### config.mk
export PLATFORM = sky130hd
export DESIGN_NAME = dot_product_streamer_flat
export DESIGN_NICKNAME = d
export VERILOG_FILES = /design/src/rtl/dot_product_streamer_pkg.sv /design/src/rtl/dot_product_streamer_if.sv /design/src/rtl/dot_product_streamer_delay.sv /design/src/rtl/dot_product_streamer.sv /design/src/flat_wrapper.sv
export SDC_FILE = /design/constraint.sdc
export NUM_CORES = 1
export LEC_CHECK = 0
export ABC_AREA = 1
export BUFFER_PORTS_ARGS = -buffer_cell sky130_fd_sc_hd__buf_2
export CAP_MARGIN = 20
export CORE_AREA = 2 2 462 464
export CTS_CLUSTER_DIAMETER = 120
export DETAILED_ROUTE_END_ITERATION = 8
export DIE_AREA = 0 0 464 466
export PLACE_DENSITY_LB_ADDON = 0.12
export SLEW_MARGIN = 30
export SYNTH_ARGS = -nofsm -noshare
export SYNTH_HDL_FRONTEND = slang
export SYNTH_SLANG_ARGS = --single-unit
### constraint.sdc
create_clock -name clkIn -period 2.5 [get_ports clkIn]
set_clock_uncertainty 0.15 [all_clocks]
set_input_delay 0.125 -clock clkIn [delete_from_list [all_inputs] [get_ports clkIn]]
set_output_delay 0.125 -clock clkIn [all_outputs]
set_load 0.02 [all_outputs]
### src/rtl/dot_product_streamer_pkg.sv
// Shared FSM encoding and float-format defaults for the dot-product streamer.
package dot_product_streamer_pkg;

    localparam int FRAC_WIDTH_DEF = 24;
    localparam int EXP_WIDTH_DEF  = 8;

    typedef enum logic [2:0] {
        ST_IDLE,
        ST_ISSUE,
        ST_DRAIN,
        ST_WAIT_RES,
        ST_DONE
    } state_t;

    function automatic int data_width(input int frac_w, input int exp_w);
        return frac_w + exp_w;
    endfunction

endpackage

### src/rtl/dot_product_streamer_if.sv
// Operand-RAM read ports and MAC beat/result ports; master is the streamer side.
interface dot_product_streamer_if #(
    parameter int DATA_WIDTH  = 32,
    parameter int VECTOR_SIZE = 8,
    parameter int ADDR_WIDTH  = 12
);
    logic                              memAEnOut;
    logic [ADDR_WIDTH-1:0]             memAAddrOut;
    logic [DATA_WIDTH*VECTOR_SIZE-1:0] memADataIn;
    logic                              memBEnOut;
    logic [ADDR_WIDTH-1:0]             memBAddrOut;
    logic [DATA_WIDTH*VECTOR_SIZE-1:0] memBDataIn;
    logic [DATA_WIDTH*VECTOR_SIZE-1:0] macDataAOut;
    logic [DATA_WIDTH*VECTOR_SIZE-1:0] macDataBOut;
    logic [VECTOR_SIZE-1:0]            macValidOut;
    logic                              macLastOut;
    logic [DATA_WIDTH-1:0]             macResultIn;
    logic                              macResultValidIn;

    modport master (
        output memAEnOut, memAAddrOut, memBEnOut, memBAddrOut,
        output macDataAOut, macDataBOut, macValidOut, macLastOut,
        input  memADataIn, memBDataIn, macResultIn, macResultValidIn
    );

    modport slave (
        input  memAEnOut, memAAddrOut, memBEnOut, memBAddrOut,
        input  macDataAOut, macDataBOut, macValidOut, macLastOut,
        output memADataIn, memBDataIn, macResultIn, macResultValidIn
    );
endinterface

### src/rtl/dot_product_streamer_delay.sv
// Fixed-latency register pipeline, synchronous active-low clear.
// Latency LATENCY cycles; no backpressure, accepts a word every cycle.
module dot_product_streamer_delay #(
    parameter int DATA_WIDTH = 1,
    parameter int LATENCY    = 1
) (
    input  logic                  clkIn,
    input  logic                  rstIn,
    input  logic [DATA_WIDTH-1:0] i_dat,
    output logic [DATA_WIDTH-1:0] o_dat
);
    logic [DATA_WIDTH-1:0] r_pipe [LATENCY];

    always_ff @(posedge clkIn) begin
        if (!rstIn) begin
            for (int i = 0; i < LATENCY; i++) r_pipe[i] <= '0;
        end else begin
            r_pipe[0] <= i_dat;
            for (int i = 1; i < LATENCY; i++) r_pipe[i] <= r_pipe[i-1];
        end
    end

    assign o_dat = r_pipe[LATENCY-1];
endmodule

### src/rtl/dot_product_streamer.sv
// Reads two operand vectors from RAM, streams them to the MAC as masked beats, returns the scalar.
// First beat two cycles after start; one beat per cycle with no MAC backpressure.
module dot_product_streamer
    import dot_product_streamer_pkg::*;
#(
    parameter int FRAC_WIDTH  = FRAC_WIDTH_DEF,
    parameter int EXP_WIDTH   = EXP_WIDTH_DEF,
    parameter int VECTOR_SIZE = 8,
    parameter int ADDR_WIDTH  = 12,
    parameter int LEN_WIDTH   = 16,
    localparam int DATA_WIDTH = data_width(FRAC_WIDTH, EXP_WIDTH)
) (
    input  logic                  clkIn,
    input  logic                  rstIn,
    input  logic                  startIn,
    input  logic [ADDR_WIDTH-1:0] baseAIn,
    input  logic [ADDR_WIDTH-1:0] baseBIn,
    input  logic [LEN_WIDTH-1:0]  lengthIn,
    output logic                  busyOut,
    output logic                  doneOut,
    output logic [DATA_WIDTH-1:0] resultOut,
    dot_product_streamer_if.master bus
);
    localparam int LANE_W = $clog2(VECTOR_SIZE);
    localparam int BEAT_W = LEN_WIDTH - LANE_W + 1;
    localparam int BUS_W  = DATA_WIDTH * VECTOR_SIZE;

    state_t                  r_state, w_state_nxt;
    logic [ADDR_WIDTH-1:0]   r_base_a, r_base_b;
    logic [BEAT_W-1:0]       r_beat, r_nbeats;
    logic [LANE_W-1:0]       r_rem;
    logic [DATA_WIDTH-1:0]   r_result;

    logic                    w_accept, w_issue, w_last_beat, w_mac_last;
    logic [LEN_WIDTH:0]      w_len_rnd;
    logic [BEAT_W-1:0]       w_nbeats;
    logic [VECTOR_SIZE-1:0]  w_mask, w_lane_vld;
    logic [VECTOR_SIZE:0]    w_dly_in, w_dly_out;
    logic [BUS_W-1:0]        w_mac_a, w_mac_b;

    assign w_accept    = (r_state == ST_IDLE) && startIn;
    assign w_issue     = (r_state == ST_ISSUE);
    assign w_last_beat = (r_beat == (r_nbeats - BEAT_W'(1)));
    // Extra top bit keeps the round-up from overflowing at the maximum length.
    assign w_len_rnd   = {1'b0, lengthIn} + (LEN_WIDTH+1)'(VECTOR_SIZE - 1);
    assign w_nbeats    = w_len_rnd[LEN_WIDTH:LANE_W];
    assign w_mask      = (w_last_beat && r_rem != '0) ? ~({VECTOR_SIZE{1'b1}} << r_rem)
                                                      : {VECTOR_SIZE{1'b1}};

    always_ff @(posedge clkIn) begin
        if (!rstIn) r_state <= ST_IDLE;
        else        r_state <= w_state_nxt;
    end

    always_comb begin
        w_state_nxt = r_state;
        case (r_state)
            ST_IDLE:     if (startIn) w_state_nxt = (lengthIn == '0) ? ST_DONE : ST_ISSUE;
            ST_ISSUE:    if (w_last_beat) w_state_nxt = ST_DRAIN;
            ST_DRAIN:    w_state_nxt = ST_WAIT_RES;
            ST_WAIT_RES: if (bus.macResultValidIn) w_state_nxt = ST_DONE;
            ST_DONE:     w_state_nxt = ST_IDLE;
            default:     w_state_nxt = ST_IDLE;
        endcase
    end

    always_ff @(posedge clkIn) begin
        if (!rstIn) begin
            r_base_a <= '0;
            r_base_b <= '0;
            r_beat   <= '0;
            r_nbeats <= '0;
            r_rem    <= '0;
            r_result <= '0;
        end else begin
            if (w_accept) begin
                r_base_a <= baseAIn;
                r_base_b <= baseBIn;
                r_rem    <= lengthIn[LANE_W-1:0];
                r_nbeats <= w_nbeats;
                r_beat   <= '0;
                r_result <= '0;
            end else if (w_issue) begin
                r_beat <= r_beat + BEAT_W'(1);
            end
            if (r_state == ST_WAIT_RES && bus.macResultValidIn) r_result <= bus.macResultIn;
        end
    end

    // Mask and last travel one register behind the RAM read to meet the returning data.
    assign w_dly_in = w_issue ? {w_last_beat, w_mask} : '0;

    dot_product_streamer_delay #(
        .DATA_WIDTH (VECTOR_SIZE + 1),
        .LATENCY    (1)
    ) u_align (
        .clkIn (clkIn),
        .rstIn (rstIn),
        .i_dat (w_dly_in),
        .o_dat (w_dly_out)
    );

    assign {w_mac_last, w_lane_vld} = w_dly_out;

    always_comb begin
        w_mac_a = '0;
        w_mac_b = '0;
        for (int i = 0; i < VECTOR_SIZE; i++) begin
            if (w_lane_vld[i]) begin
                w_mac_a[i*DATA_WIDTH +: DATA_WIDTH] = bus.memADataIn[i*DATA_WIDTH +: DATA_WIDTH];
                w_mac_b[i*DATA_WIDTH +: DATA_WIDTH] = bus.memBDataIn[i*DATA_WIDTH +: DATA_WIDTH];
            end
        end
    end

    assign bus.memAEnOut   = w_issue;
    assign bus.memBEnOut   = w_issue;
    assign bus.memAAddrOut = w_issue ? r_base_a + ADDR_WIDTH'(r_beat) : '0;
    assign bus.memBAddrOut = w_issue ? r_base_b + ADDR_WIDTH'(r_beat) : '0;
    assign bus.macDataAOut = w_mac_a;
    assign bus.macDataBOut = w_mac_b;
    assign bus.macValidOut = w_lane_vld;
    assign bus.macLastOut  = w_mac_last;

    assign busyOut   = (r_state != ST_IDLE);
    assign doneOut   = (r_state == ST_DONE);
    assign resultOut = r_result;
endmodule
### src/flat_wrapper.sv
// flat-port wrapper written by rule: the top's interface ports become plain ports
module dot_product_streamer_flat import dot_product_streamer_pkg::*;
#(
    parameter int FRAC_WIDTH  = FRAC_WIDTH_DEF,
    parameter int EXP_WIDTH   = EXP_WIDTH_DEF,
    parameter int VECTOR_SIZE = 8,
    parameter int ADDR_WIDTH  = 12,
    parameter int LEN_WIDTH   = 16,
    localparam int DATA_WIDTH = data_width(FRAC_WIDTH, EXP_WIDTH)
)
  (clkIn, rstIn, startIn, baseAIn, baseBIn, lengthIn, busyOut, doneOut, resultOut, bus_memAEnOut, bus_memAAddrOut, bus_memBEnOut, bus_memBAddrOut, bus_macDataAOut, bus_macDataBOut, bus_macValidOut, bus_macLastOut, bus_memADataIn, bus_memBDataIn, bus_macResultIn, bus_macResultValidIn);
  dot_product_streamer_if #(.VECTOR_SIZE(VECTOR_SIZE), .ADDR_WIDTH(ADDR_WIDTH)) bus_i ();
  input  logic clkIn;
  input  logic rstIn;
  input  logic startIn;
  input  logic [ADDR_WIDTH-1:0] baseAIn;
  input  logic [ADDR_WIDTH-1:0] baseBIn;
  input  logic [LEN_WIDTH-1:0] lengthIn;
  output logic busyOut;
  output logic doneOut;
  output logic [DATA_WIDTH-1:0] resultOut;
  output wire logic [$bits(bus_i.memAEnOut)-1:0] bus_memAEnOut;
  output wire logic [$bits(bus_i.memAAddrOut)-1:0] bus_memAAddrOut;
  output wire logic [$bits(bus_i.memBEnOut)-1:0] bus_memBEnOut;
  output wire logic [$bits(bus_i.memBAddrOut)-1:0] bus_memBAddrOut;
  output wire logic [$bits(bus_i.macDataAOut)-1:0] bus_macDataAOut;
  output wire logic [$bits(bus_i.macDataBOut)-1:0] bus_macDataBOut;
  output wire logic [$bits(bus_i.macValidOut)-1:0] bus_macValidOut;
  output wire logic [$bits(bus_i.macLastOut)-1:0] bus_macLastOut;
  input wire logic [$bits(bus_i.memADataIn)-1:0] bus_memADataIn;
  input wire logic [$bits(bus_i.memBDataIn)-1:0] bus_memBDataIn;
  input wire logic [$bits(bus_i.macResultIn)-1:0] bus_macResultIn;
  input wire logic [$bits(bus_i.macResultValidIn)-1:0] bus_macResultValidIn;
  assign bus_memAEnOut = bus_i.memAEnOut;
  assign bus_memAAddrOut = bus_i.memAAddrOut;
  assign bus_memBEnOut = bus_i.memBEnOut;
  assign bus_memBAddrOut = bus_i.memBAddrOut;
  assign bus_macDataAOut = bus_i.macDataAOut;
  assign bus_macDataBOut = bus_i.macDataBOut;
  assign bus_macValidOut = bus_i.macValidOut;
  assign bus_macLastOut = bus_i.macLastOut;
  assign bus_i.memADataIn = bus_memADataIn;
  assign bus_i.memBDataIn = bus_memBDataIn;
  assign bus_i.macResultIn = bus_macResultIn;
  assign bus_i.macResultValidIn = bus_macResultValidIn;
  dot_product_streamer #(.FRAC_WIDTH(FRAC_WIDTH), .EXP_WIDTH(EXP_WIDTH), .VECTOR_SIZE(VECTOR_SIZE), .ADDR_WIDTH(ADDR_WIDTH), .LEN_WIDTH(LEN_WIDTH)) u_core (.clkIn(clkIn), .rstIn(rstIn), .startIn(startIn), .baseAIn(baseAIn), .baseBIn(baseBIn), .lengthIn(lengthIn), .busyOut(busyOut), .doneOut(doneOut), .resultOut(resultOut), .bus(bus_i));
endmodule
Word-level counts from Yosys, hierarchy flattened
Memories as Yosys holds them, arrays and structs flattened.
Cells that the tools add are included.
- $add $sub $neg: 5
- multipliers: 0
- divide/modulo/power cells: 0
- magnitude comparators: 0
- eq/ne operators: 8
- shifts and indexed selects: 1
- mux-type cells: 31
- bitwise gates (word level): 2
- reductions and logical operators: 11
- operators with widths (cell ; number):
    two-way mux 32 bit ; 18
    adder 12 bit ; 2
    two-way mux 12 bit ; 2
    two-way mux 9 bit ; 2
    adder 16 x 3 -> 17 bit, second input constant ; 1
    zero test 16 bit ; 1
    adder 14 x 1 -> 14 bit, second input constant ; 1
    equality test 14 bit ; 1
    subtractor 14 x 1 -> 14 bit, second input constant ; 1
    two-way mux 3 bit ; 4
    case mux 3 bit (4 select lines) ; 1
    OR reduction 9 bit ; 1
    two-way mux 8 bit ; 1
    NOT 8 bit ; 1
    left shift 8 x 3 -> 8 bit, first input constant ; 1
    equality test 3 x 2 -> 1 bit, second input constant ; 2
    inequality test 2 bit, second input constant ; 3
    nonzero test 3 bit ; 2
    equality test 3 x 1 -> 1 bit, second input constant ; 1
    equality test 3 bit, second input constant ; 1
    logical AND 1 bit ; 3
    zero test 3 bit ; 1
    two-way mux 1 bit ; 3
    AND reduction 3 bit ; 1
    other kinds (3) ; 3
- register bits after elaboration: 90
- bits in latches: 0
- RAM bits: 9
- ROM bits: 0
- bits of input ports: 588
- memories: 1
- memories (name ; words ; bits a word ; read ports ; clocked after Yosys merged registers in ; write ports ; RTL line ; RTL):
    u_core.u_align.r_pipe ; 1 ; 9 ; 1 ; 0 ; 1 ; dot_product_streamer_delay.sv:12 ; logic [DATA_WIDTH-1:0] r_pipe [LATENCY];

Logic depth before layout (Yosys ltp)
- depth in word-level cells: 6
- mapped depth: 16

Hierarchy
Synthesis repeated with hierarchy kept, for this count alone.
- cells, all modules: 1860
- area total of the unflattened synthesis: 9634.2 um^2
- by module, submodules not included (module ; times used ; cells an instance ; area each (um^2)):
    dot_product_streamer ; 1 ; 1832 ; 9375.2
    dot_product_streamer_delay ; 1 ; 28 ; 259.0

Least setup slack after synthesis
No wires, ideal clock.
- path kind: reg-to-output
- start: register u_core.r_beat[4]
- end: output bus_memBAddrOut[9]
- arrival: 1.659 ns
- required time: 2.225 ns
- slack: 0.566 ns
- stages on the path, launching flop included: 9
- cell sequence: dfxtp_1 > ha_1 > a21oi_1 > o21ai_0 > a21oi_1 > nor2_1 > nor2_1 > xor2_1 > nor2_1
- longest elaborated chain between the ends: 2
- RTL lines (what ; RTL line ; RTL):
    from (decl) ; dot_product_streamer.sv:30 ; logic [BEAT_W-1:0] r_beat, r_nbeats;
    from (signal assigned) ; dot_product_streamer.sv:84 ; r_beat <= r_beat + BEAT_W'(1);
    adder 12 bit ; dot_product_streamer.sv:119 ; assign bus.memBAddrOut = w_issue ? r_base_b + ADDR_WIDTH'(r_beat) : '0;
    two-way mux 12 bit ; dot_product_streamer.sv:119 ;
    to (decl) ; flat_wrapper.sv:25 ; output wire logic [$bits(bus_i.memBAddrOut)-1:0] bus_memBAddrOut;
Every way passes these cells.

Worst setup path in the final report
- start: register u_core.r_beat[0]
- end: output bus_memAAddrOut[6]
- longest elaborated chain between the ends: 2
- RTL lines (what ; RTL line ; RTL):
    adder 12 bit ; dot_product_streamer.sv:118 ; assign bus.memAAddrOut = w_issue ? r_base_a + ADDR_WIDTH'(r_beat) : '0;
    two-way mux 12 bit ; dot_product_streamer.sv:118 ;
    to (decl) ; flat_wrapper.sv:23 ; output wire logic [$bits(bus_i.memAAddrOut)-1:0] bus_memAAddrOut;
Every way passes these cells.

==> impl_metrics.tcl <==
set metrics [dict create \
    status "complete, no violations" \
    first_global_vias 16360 \
    cp.arrival_ps 2150 \
    drc 0 \
    fp.dieH_microns 466 \
    required_ps 2230 \
    hold_depth 3 \
    r2r_setup_slack_ps 260 \
    power_leakage_uw 0.01393 \
    min_period_over_period_pct 97.03 \
    cts_tree "done" \
    final_max_slew_viol_count 0 \
    hp-class "input port to flip-flop" \
    r2r_cells 15 \
    grt_use_total_pct 12.74 \
    finalSetupViolCount 0 \
    drive_gt1_share_pct 44.61 \
    vias 16630 \
    holdPathEnd "u_core.r_nbeats[1]" \
    netlist-cell-type-count 40 \
    area_delta_synth_final_pct 117.5 \
    start_util_pct 4.531 \
    layout.nets 3687 \
    synthCells 1845 \
    postLayoutCoreUtil_pct 9.856 \
    routed_wl_microns 145300 \
    fin_ws_ps 74.18 \
    htreeDepth 3 \
    synth.area.top_cells "nand2_1 25%, inv_1 23%, dfxtp_1 21%" \
    reg2reg_from "u_core.r_nbeats[1]" \
    antenna_found_initial 166 \
    overflow 0 \
    yosysTopAreaCell "nand2_1" \
    yosys_warnings 0 \
    worst_slew_pin_slew_ps 660.4 \
    coreArea_sq_mm 0.2112 \
    clock_path_buffers 2 \
    io_pins 1169 \
    port_buffers 1168 \
    synth_top_cell_area_share_pct 25.02 \
    max-vdd-ir-drop_mv 0.3129 \
    seq_area_frac_synth_pct 20.71 \
    drv_cap 0 \
    die_area_sq_mm 0.2162 \
    crit_fanout 4 \
    cts_root_buf "clkbuf_16" \
    cts_sinks 99 \
    drtIter0Drc 912 \
    hold_ws_ps 42.15 \
    grt_start_max_net_pins 66 \
    dp_hpwl_microns 133800 \
    fmax_mhz 412.2 \
    die_width_microns 464 \
    finalHoldViolCount 0 \
    ant_nets 0 \
    clk_latency_ps 390 \
    gp_congestion 0.8569 \
    final_common_cell "buf_2" \
    power.total_uw 11460 \
    cts_made_buffers 9 \
    ys_ff_latch 99 \
    critPathKind "flip-flop to output pin" \
    avgSynthCellArea_sq_um 5.188 \
    fin_crit_ps 2426 \
    vias_per_cell 2.809 \
    tns_ps 0 \
    slew_headroom_pct 55.97 \
    reg2reg_to "u_core.u_align.r_pipe[0][5]" \
    power_density_mw_per_mm2 550.6 \
    routedWlPerCell_microns 24.55 \
    drt-pass1-iter-count 5 \
    post-place-ws_ps 128.3 \
    rsz0062_at_grt "yes" \
    synth_nets 2459 \
    rows 169 \
    startpoint_type "flip-flop" \
    grt_pass1_wl_microns 180600 \
    hold_start "lengthIn[4]" \
    clk_pin_slew_ps 80 \
    setup.worst_path.start "u_core.r_beat[0]" \
    syn_area_sq_mm 0.009572 \
    endpoint_kind "output pin" \
    final_cell_mix "1159 x buf_2, 634 x nand2_1, 579 x inv_1" \
]
-- per-stage QoR --
| stage | area (sq um) | std cells |
|---|---|---|
| after floorplan | 9572 | 1845 |
| after global placement | 19180 | 5806 |
| after detailed placement | 19180 | 5806 |
| after CTS | 20450 | 5897 |
| after global routing | 20790 | 5911 |
| final | 20820 | 5921 |
-- worst max path at each step --
stage / to / depth (start not counted)
4_1_cts: bus_memAAddrOut[4] / 7
3_5_place_dp: bus_memAAddrOut[4] / 8
6_report: bus_memAAddrOut[6] / 6
5_1_grt: bus_memBAddrOut[5] / 10
2_1_floorplan: bus_memBAddrOut[9] / 8
3_3_place_gp: bus_memAAddrOut[4] / 7
-- flip-flops by register name, summed over array words and instances, names as in the netlist --
register and flops:
u_core.r_rem 3, u_core.r_base_b 12, u_core.r_state 3, u_core.u_align.r_pipe 9, u_core.r_nbeats 14, u_core.r_beat 14
u_core.r_base_a 12, u_core.resultOut 32
-- critical path, stage by stage, from the launching register on --
cell,delay (ps)
dfxtp_4,380
ha_4,180
fa_2,450
a21oi_2,210
xor2_1,300
nor2_1,80
buf_2,170
-- metal layers --
layer,vias to the layer above,track usage (%),routed length (microns)
met5,-,0,215
met4,38,0.8982,2318
met3,258,3.540,10810
met2,904,21.91,68770
met1,7677,16.37,63220
li1,7757,-,-
-- cell families (layout without fill, tap and decap cells) --
family / Yosys count / after routing / share of synthesized area [%]
compound gates: 149 / 149 / 9.281
xor+xnor: 20 / 20 / 1.830
fa+ha+maj: 26 / 26 / 3.556
buf+inv: 674 / 1907 / 26.61
flops: 99 / 99 / 20.71
other cells: 0 / 22 / 0
simple gates: 877 / 877 / 38.01
-- synth_stat cells --
library cell	number
nand2_1	638
inv_1	579
nand3_1	114
dfxtp_1	99
a21oi_1	75
clkbuf_1	74
nor2_1	72
o21ai_0	30
a22o_1	25
ha_1	24
xor2_1	16
buf_2	9
inv_2	9
nor3_1	9
nand4_1	8
nor2_2	8
nor2_4	7
a21o_1	5
o32ai_1	5
nand2_2	4
xnor2_1	4
nor3_2	3
nor4_1	3
o21ai_1	3
and3_1	2
fa_1	2
nand2_4	2
nand3_2	2
o2111ai_1	2
o21bai_1	2
a31oi_1	1
and2_1	1
buf_1	1
buf_4	1
inv_4	1
nand3_4	1
nand4_2	1
nor3b_1	1
o41ai_1	1
or2_2	1
-- repair_timing --
action,CTS,global route
pin swaps,7,17
endpoints found under the hold margin,73,0
setup buffers,2,2
hold buffers,73,0
endpoints found under the setup margin,19,23
gates resized for setup,60,62
-- where the power goes --
group / internal [uW] / switching (uW)
registers: 1780 / 458
logic: 2310 / 5400
clock network: 707 / 809
-- layout make-up --
class,count,area (sq um)
fill,25450,190400
timing repair buffer,1302,7173
multi-input combinational,1072,5533
tap,2821,3530
inverter,589,2213
sequential,99,2026
clock buffer,9,225.2
clock inverter,7,65.06
antenna,22,55.05
Note: power is estimated with default switching activity, not from simulation.
